==> config.mk <==
export PLATFORM = sky130hd
export DESIGN_NAME = seg_scan_ctrl
export DESIGN_NICKNAME = d
export VERILOG_FILES = /design/src/rtl/seg_scan_pkg.sv /design/src/rtl/seg7_hex_decode.sv /design/src/rtl/seg_scan_ctrl.sv
export SDC_FILE = /design/constraint.sdc
export NUM_CORES = 1
export LEC_CHECK = 0
export BUFFER_PORTS_ARGS = -buffer_cell sky130_fd_sc_hd__buf_4
export CAP_MARGIN = 20
export CORE_MARGIN = 2
export CORE_UTILIZATION = 30
export CTS_BUF_LIST = sky130_fd_sc_hd__clkbuf_16
export DETAILED_ROUTE_END_ITERATION = 12
export GPL_ROUTABILITY_DRIVEN = 0
export SYNTH_ARGS = -nofsm -noshare
export SYNTH_HDL_FRONTEND = slang
export SYNTH_SLANG_ARGS = --single-unit
==> constraint.sdc <==
create_clock -name clk -period 4.4 [get_ports clk]
set_clock_uncertainty 0.15 [all_clocks]
set_input_delay 0.44 -clock clk [delete_from_list [all_inputs] [get_ports clk]]
set_output_delay 0.44 -clock clk [all_outputs]
set_load 0.02 [all_outputs]
==> src/rtl/seg_scan_pkg.sv <==
// Shared types and constants for the multiplexed 7-segment scanner.
// Glyph table is indexed by the 4-bit digit value; bit0 = segment a.
package seg_scan_pkg;

   typedef enum logic [0:0] {
      GUARD = 1'b0,
      ON    = 1'b1
   } scan_state_e;

   localparam int N_DIGITS_DEFAULT = 4;

   localparam logic [6:0] SEG_OFF = 7'b0000000;

   localparam logic [6:0] SEG_HEX [16] = '{
      7'h3F, 7'h06, 7'h5B, 7'h4F,
      7'h66, 7'h6D, 7'h7D, 7'h07,
      7'h7F, 7'h6F, 7'h77, 7'h7C,
      7'h39, 7'h5E, 7'h79, 7'h71
   };

endpackage

==> src/rtl/seg7_hex_decode.sv <==
// Combinational hex digit to 7-segment glyph, with a blank override.
module seg7_hex_decode
   import seg_scan_pkg::*;
(
   input  logic [3:0] digit,
   input  logic       blank,
   output logic [6:0] seg
);

   assign seg = blank ? SEG_OFF : SEG_HEX[digit];

endmodule

==> src/rtl/seg_scan_ctrl.sv <==
// Time-multiplexed 7-segment scanner with shadow/display banks committed per frame.
// Optional blinking is compiled in with the SEG_SCAN_BLINK_EN macro.
module seg_scan_ctrl
   import seg_scan_pkg::*;
#(
   parameter int N_DIGITS     = N_DIGITS_DEFAULT,
   parameter int REFRESH_DIV  = 100000,
   parameter int GUARD_CYCLES = 1000,
   parameter int BLINK_FRAMES = 64
) (
   input  logic                        clk,
   input  logic                        rst,
   input  logic                        wr_valid,
   output logic                        wr_ready,
   input  logic [$clog2(N_DIGITS)-1:0] wr_idx,
   input  logic [3:0]                  wr_digit,
   input  logic [N_DIGITS-1:0]         blank_mask,
   input  logic                        lz_en,
`ifdef SEG_SCAN_BLINK_EN
   input  logic [N_DIGITS-1:0]         blink_mask,
`endif
   output logic [6:0]                  seg,
   output logic [N_DIGITS-1:0]         an,
   output logic                        frame_tick
);

   localparam int SLOT_W = $clog2(N_DIGITS);
   localparam int CNT_W  = $clog2(REFRESH_DIV);
   localparam logic [SLOT_W-1:0] LAST_SLOT = SLOT_W'(N_DIGITS - 1);
   localparam logic [CNT_W-1:0]  LAST_CNT  = CNT_W'(REFRESH_DIV - 1);
   localparam logic [CNT_W-1:0]  GUARD_END = CNT_W'(GUARD_CYCLES - 1);
   localparam logic [0:0]        S_GUARD   = GUARD;
   localparam logic [0:0]        S_ON      = ON;

   if (GUARD_CYCLES < 1 || GUARD_CYCLES >= REFRESH_DIV || BLINK_FRAMES < 1) begin : g_bad_params
      $error("seg_scan_ctrl: need 1 <= GUARD_CYCLES < REFRESH_DIV and BLINK_FRAMES >= 1");
   end

   logic [0:0]          state;
   logic [SLOT_W-1:0]   slot;
   logic [SLOT_W-1:0]   slot_next;
   logic [CNT_W-1:0]    cnt;
   logic [CNT_W-1:0]    cnt_next;
   logic                ft_next;
   logic [3:0]          shadow [N_DIGITS];
   logic [3:0]          disp   [N_DIGITS];
   logic [N_DIGITS-1:0] upper_zero;
   logic                blink_off;
   logic                dark;
   logic [6:0]          glyph;

   always_comb begin
      cnt_next  = (cnt == LAST_CNT) ? '0 : cnt + 1'b1;
      slot_next = slot;
      if (cnt == LAST_CNT) begin
         slot_next = (slot == LAST_SLOT) ? '0 : slot + 1'b1;
      end
      ft_next = (cnt_next == LAST_CNT) && (slot_next == LAST_SLOT);
   end

   // upper_zero[i]: every committed digit at position i and above is zero.
   always_comb begin
      upper_zero = '0;
      upper_zero[N_DIGITS-1] = (disp[N_DIGITS-1] == 4'd0);
      for (int i = N_DIGITS - 2; i >= 0; i--) begin
         upper_zero[i] = (disp[i] == 4'd0) && upper_zero[i+1];
      end
   end

`ifdef SEG_SCAN_BLINK_EN
   localparam int FRM_W = $clog2(BLINK_FRAMES + 1);
   logic [FRM_W-1:0] frm_cnt;
   logic             blink_phase_off;

   always_ff @(posedge clk or posedge rst) begin
      if (rst) begin
         frm_cnt         <= '0;
         blink_phase_off <= 1'b0;
      end else if (frame_tick) begin
         if (frm_cnt == FRM_W'(BLINK_FRAMES - 1)) begin
            frm_cnt         <= '0;
            blink_phase_off <= ~blink_phase_off;
         end else begin
            frm_cnt <= frm_cnt + 1'b1;
         end
      end
   end

   assign blink_off = blink_phase_off && blink_mask[slot];
`else
   assign blink_off = 1'b0;
`endif

   assign dark = blank_mask[slot] || (lz_en && (slot != '0) && upper_zero[slot]) || blink_off;

   seg7_hex_decode u_decode (
      .digit (disp[slot]),
      .blank (dark),
      .seg   (glyph)
   );

   // Masks and the glyph are captured once on GUARD->ON and held for the slot.
   always_ff @(posedge clk or posedge rst) begin
      if (rst) begin
         state      <= S_GUARD;
         slot       <= '0;
         cnt        <= '0;
         an         <= '1;
         seg        <= SEG_OFF;
         frame_tick <= 1'b0;
         wr_ready   <= 1'b0;
      end else begin
         cnt        <= cnt_next;
         slot       <= slot_next;
         frame_tick <= ft_next;
         wr_ready   <= !ft_next;
         case (state)
            S_GUARD: begin
               if (cnt == GUARD_END) begin
                  state <= S_ON;
                  an    <= ~(N_DIGITS'(1) << slot);
                  seg   <= glyph;
               end
            end
            S_ON: begin
               if (cnt == LAST_CNT) begin
                  state <= S_GUARD;
                  an    <= '1;
                  seg   <= SEG_OFF;
               end
            end
            default: state <= S_GUARD;
         endcase
      end
   end

   // Handshake: a write transfers on any rising edge where wr_valid && wr_ready;
   // wr_ready is low on the frame_tick cycle so a write never races the commit.
   always_ff @(posedge clk or posedge rst) begin
      if (rst) begin
         for (int i = 0; i < N_DIGITS; i++) begin
            shadow[i] <= 4'd0;
            disp[i]   <= 4'd0;
         end
      end else begin
         if (wr_valid && wr_ready && (int'(wr_idx) < N_DIGITS)) begin
            shadow[wr_idx] <= wr_digit;
         end
         if (frame_tick) begin
            for (int i = 0; i < N_DIGITS; i++) begin
               disp[i] <= shadow[i];
            end
         end
      end
   end

endmodule

== After elaboration in Yosys (flattened, before gate mapping) ==
Memory sizes are Yosys's and may differ from the RTL's.
Cells that the tools add are included.

* Register bits after elaboration: 65
* ROM bits: 112
* Word-level logic and storage cells: 77
* Memories kept: 1

* $add $sub $neg: 2
* $lt $le $gt $ge: 5
* Equality and inequality tests: 7
* Shift-type cells: 1
* Multiplexer cells: 25
* Bitwise gates (word level): 5
* Reduce and logical (&&, ||, !) cells: 16

{| class="wikitable"
|+ Memory list
! memory !! words !! width !! read ports !! clocked after memory_dff !! wr ports !! line !! text
|-
| (no name shown) || 16 || 7 || 1 || 0 || 0 || seg7_hex_decode.sv:10 || <nowiki>assign seg = blank ? SEG_OFF : SEG_HEX[digit];</nowiki>
|}

{| class="wikitable"
|+ Operators by type and width
! kind !! number
|-
| 2-to-1 mux 7 bit || 5
|-
| == test 17 bit, second input constant || 2
|-
| 2-to-1 mux 4 bit || 5
|-
| adder 17 x 1 -> 17 bit, second input constant || 1
|-
| == test 17 x 10 -> 1 bit, second input constant || 1
|-
| 2-to-1 mux 17 bit || 1
|-
| bitwise mux 16 bit || 1
|-
| zero test 4 bit || 4
|-
| one-hot mux 7 bit (2 select lines) || 1
|-
| binary-select mux 4 bit (select 2 bit) || 1
|-
| demux 4 bit (select 2 bit) || 1
|-
| logical AND 1 bit || 8
|-
| one-hot mux 4 bit (2 select lines) || 1
|-
| greater-or-equal comparator 3 bit, second input constant || 2
|-
| inverter 2 -> 3 bit || 2
|-
| greater-or-equal comparator 5 bit, second input constant || 1
|-
| inverter 4 -> 5 bit || 1
|-
| binary-select mux 1 bit (select 2 bit) || 2
|-
| == test 2 bit, second input constant || 2
|-
| 2-to-1 mux 1 bit || 4
|-
| 2-to-1 mux 2 bit || 2
|-
| inverter 4 bit || 1
|-
| left shift 1 x 2 -> 4 bit, first input constant || 1
|-
| less-than comparator 2 x 3 -> 1 bit, second input constant || 1
|-
| other kinds (10) || 10
|}

== Logic depth before layout (Yosys ltp) ==
* Depth after elaboration: 11
* Depth in mapped cells: 8

== Hierarchy ==
From an unflattened synthesis, not the netlist that was laid out.

* Cells, all modules: 279
* Area total of the unflattened synthesis: 3355.7 sq um

{| class="wikitable"
|+ Modules (own cells, without submodules)
! module !! times used !! cells each !! area an instance (sq um) !! sequential area each (sq um)
|-
| seg_scan_ctrl || 1 || 246 || 3071.7 || 1631.6
|-
| seg7_hex_decode || 1 || 33 || 284.0 || 0.0
|}

== Worst setup path after synthesis ==
Ideal clock, no wire load.

* Kind: register to register
* From: reg slot[1]
* To: reg seg[1]
* Data arrival time: 1933 ps
* Data required time: 4167 ps
* Slack: 2234 ps
* Stages on the path, launching flop included: 9
* Clock period less this slack: 2166 ps
* Cells stage by stage: dfrtp_1 > buf_2 > mux4_2 > inv_1 > ha_1 > nand2b_1 > o21ai_0 > a32o_1 > o21ai_0

* Longest elaborated chain between the ends: 11
* Elaborated cells between the ends (all ways): 19
* Classes of those cells: mux (12); bitwise (2); reduce/logical (4); memory (1)

{| class="wikitable"
|+ RTL lines
! what !! line !! text
|-
| from (decl) || seg_scan_ctrl.sv:40 || <nowiki>logic [SLOT_W-1:0] slot;</nowiki>
|-
| from (signal assigned) || seg_scan_ctrl.sv:114 || <nowiki>slot <= slot_next;</nowiki>
|-
| inverter 2 -> 3 bit (not written as such) || seg_scan_ctrl.sv:97 || <nowiki>.digit (disp[slot]),</nowiki>
|-
| binary-select mux 4 bit (select 2 bit) || seg_scan_ctrl.sv:97 ||
|-
| 2-to-1 mux 4 bit (not written as such) (2 in series) || seg_scan_ctrl.sv:97 ||
|-
| inverter 4 -> 5 bit (not written as such) || seg7_hex_decode.sv:10 ||
|-
| memory read (16 x 7 bit) || n/a ||
|-
| 2-to-1 mux 7 bit (not written as such) (2 in series) || seg7_hex_decode.sv:10 ||
|-
| 2-to-1 mux 7 bit * || seg7_hex_decode.sv:10 ||
|-
| 2-to-1 mux 7 bit * || seg_scan_ctrl.sv:119 || <nowiki>if (cnt == GUARD_END) begin</nowiki>
|-
| one-hot mux 7 bit (2 select lines) * || seg_scan_ctrl.sv:117 || <nowiki>case (state)</nowiki>
|-
| to (signal assigned) || seg_scan_ctrl.sv:122 || <nowiki>seg <= glyph;</nowiki>
|-
| to (decl) || seg_scan_ctrl.sv:22 || <nowiki>output logic [6:0] seg,</nowiki>
|}

Every way passes the cells marked *; elsewhere a longest branch is shown, timed or not. The select of a mux whose other input is x is not followed.
A chain may end at the register's enable or synchronous reset.

== Worst setup path in the final report ==
* From: reg cnt[12]
* To: reg seg[1]

* Longest elaborated chain between the ends: 3
* Elaborated cells between the ends (all ways): 5
* Classes of those cells: eq/ne (4); reduce/logical (1)

{| class="wikitable"
|+ RTL lines
! what !! line !! text
|-
| from (decl) || seg_scan_ctrl.sv:42 || <nowiki>logic [CNT_W-1:0] cnt;</nowiki>
|-
| from (signal assigned) || seg_scan_ctrl.sv:113 || <nowiki>cnt <= cnt_next;</nowiki>
|-
| == test 17 x 10 -> 1 bit / == test 17 bit (equally long branches) || seg_scan_ctrl.sv:119, seg_scan_ctrl.sv:126 ||
|-
| inequality test 2 bit (no line) / inequality test 2 x 1 -> 1 bit (equally long branches) || n/a ||
|-
| AND reduction 2 bit (no line) * || n/a ||
|}

Every way passes the cells marked *; elsewhere a longest branch is shown, timed or not.

==> run metrics <==
CTS Root Buffer Type clkbuf_16; Post-synth EDFFs 0; dpl ws 1.86 ns; compound-cell area share of the yosys netlist 8.30%; Max VDD drop 0.000194 V; Setup TNS 0 ns; Comb pwr share 3.9%; Vias per Instance 4.97; Starting Density 30.9%; Core ar. 10800 um^2; Worst-path clk slew 0.06 ns; Primary FF master, synth dfrtp_1; Max Slew Vio Count 0; TritonRoute pass-1 iters 4; Fillers 1081; mux contribution to synthesized area 15.4%; WP data required 4.45 ns; Port Buffer Count 26; DIE AREA 12000 um^2; Clock power frac 51.4%; start point of the critical path cnt[12]$_DFF_PP0_; Post-CTS Setup Inserts 0; most common cell after layout, fill and taps aside dfrtp_1; PD cells 363 nW/um^2; CP Capture Point seg[1]$_DFFE_PP0P_; Ant. Diodes 0; Syn Nets 316; post-synthesis adder-cell area fraction 4.11%; nets@finish 340; initial antenna violation count 0; Clock Tree Buf Depth 2; CTS tree done; endpoints failing hold 0; CTS sink cnt 65; Mean Syn Cell Area 11.5 um^2; commonest non-fill, non-tap cells in the layout dfrtp_1 (61), mux2_2 (34), buf_4 (27), nand2_1 (23), o21ai_0 (19); Die W 110 um; Max Fanout on Critical Path 15; Synth Cell Area 3350 um^2; Yosys reg bits 65; status complete, no violations; Setup crit start kind register; largest net degree at the start of global routing 40; layout cells sized above 1 30.0%; Detailed Place HPWL 4980 um; CTS Buf Count 9; FMAX 0.395 GHz; Clock Latency Late Sink 0.33 ns; DRT antenna net count 0; post-synthesis instance total 291; Ys Warns 0; top cells by area, synth dfrtp_1 (46%), mux2_2 (11%), ha_1 (4.1%); number of I/O pins 27; drc violations 0; xor/xnor share of the synthesized area 3.40%; NetSw 326 uW; wire length per cell after detailed routing 15.1 um; hold crit path type in -> async; post-synth top area cell dfrtp_1; Initial DRC Count 123; top cell type's share of synthesized area 45.6%; Total Routing Usage GR 12.7%; maxcap violations 0; part of the cycle the worst path needs 57.6%; post-CTS sizing 0; Critical Path Sink Type register; row cnt 38; Reg power frac 44.7%; ys async rst share 100%; FF-to-FF End seg[1]$_DFFE_PP0P_; worst hold margin 0.0243 ns; Sw Share 22.7%; Distinct cells, synth 54; vias 2284; hold_buf cts 0; vias in the first global route 2296; largest family of logic cells by synthesized area simple AND/OR/NAND/NOR gates; PnR worst setup slack 1.87 ns; H-tree depth 3; post-synthesis sequential area ratio 48.7%; Slew HR 51.5%; Worst Tran Pin Value 0.728 ns; Die Ht 110 um; Synth-to-Final Area Change 17.8%; total wire length 6960 um; Synth Area in Simple Gates 16.1%; first-pass GRT wire length 11700 um; WP data arrival 2.58 ns; Worst Setup Path Type reg -> reg; Worst R2R Start cnt[12]$_DFF_PP0_; r2r setup slk 1.87 ns; leakage 0.00170 uW; min cycle time layout 2.53 ns; RSZ-0062 raised after global routing false; GR Overflow Total 0; worst r2r path cells 5; Pint 1110 uW; setup violation total in the final timing report 0
## worst max-delay path, cell delays in order (launching register included)
cell,delay [ns]
dfrtp_1,0.44
nor4_1,0.65
and4_1,0.65
a22oi_1,0.30
nand2_1,0.13
o21ai_0,0.09
## cells by family after synthesis
| group | count (synthesis) |
|---|---|
| flip-flops | 65 |
| AO/OA/AOI/OAI | 44 |
| AND/OR/NAND/NOR | 92 |
| adder cells (fa/ha/maj) | 11 |
| XOR/XNOR | 13 |
| multiplexers | 41 |
| buffers and inverters | 25 |
## per-layer routing
metal,up-vias,track usage (%),wire length [um],part of all wire [%]
li1,1119,-,-,-
met1,1122,17.6,3520,51
met2,36,19.4,3160,45
met3,7,2.55,183,2.6
met4,0,4.70,88,1.3
met5,-,0,0,0
## cell usage after synthesis, drive strengths merged, types with 6 or more instances
master / n
nor4: 8
nor2: 11
o21ai: 19
inv: 11
ha: 11
buf: 11
nand4: 6
xor2: 6
nand3: 10
dfrtp: 61
mux2: 34
nand2: 23
xnor2: 7
## final cells by class
| cell class | instances | area [um^2] | area share (%) |
|---|---|---|---|
| flip-flops and latches | 65 | 1630 | 41.4 |
| multi-input cells | 201 | 1580 | 40.1 |
| clock buffers | 9 | 225 | 5.71 |
| repair buffers | 27 | 203 | 5.14 |
| well taps | 140 | 175 | 4.44 |
| clock inverters | 7 | 85.1 | 2.16 |
| inverters | 11 | 41.3 | 1.05 |
## through the flow
stage          instance area [um^2]  std cells  util [%]  total power, uW
4_1_cts                        3940        460      36.4             1450
2_1_floorplan                  3350        291         -              683
3_5_place_dp                   3630        444      33.5              708
6_report                       3940        460      36.4             1430
5_1_grt                        3940        460      36.4             1490
3_3_place_gp                   3630        444      33.5              705
## worst min path at each step
| stage | end | slack (ns) | cells after the start |
|---|---|---|---|
| CTS | shadow[9]$_DFFE_PP0P_ | 0.05 | 2 |
| floorplan | cnt[0]$_DFF_PP0_ | 0.31 | 1 |
| global route | shadow[9]$_DFFE_PP0P_ | 0.07 | 2 |
| detailed placement | seg[2]$_DFFE_PP0P_ | 0.33 | 2 |
| finish | shadow[9]$_DFFE_PP0P_ | 0.02 | 2 |
| global placement | seg[6]$_DFFE_PP0P_ | 0.32 | 2 |
## power groups by stage
stage | combinational [uW] | clock [uW] | sequential (uW)
floorplan | 38.1 | 0 | 645
global placement | 55.7 | 0 | 650
detailed placement | 57.4 | 0 | 651
CTS | 57.9 | 752 | 640
global route | 62.8 | 782 | 644
finish | 55.9 | 737 | 640
## flip-flops by register name, summed over array words and instances, names as in the netlist
register	flops
shadow	16
seg	7
slot	2
frame_tick	1
disp	16
state	1
an	4
cnt	17
wr_ready	1
Power figures use the tool's default switching activity.
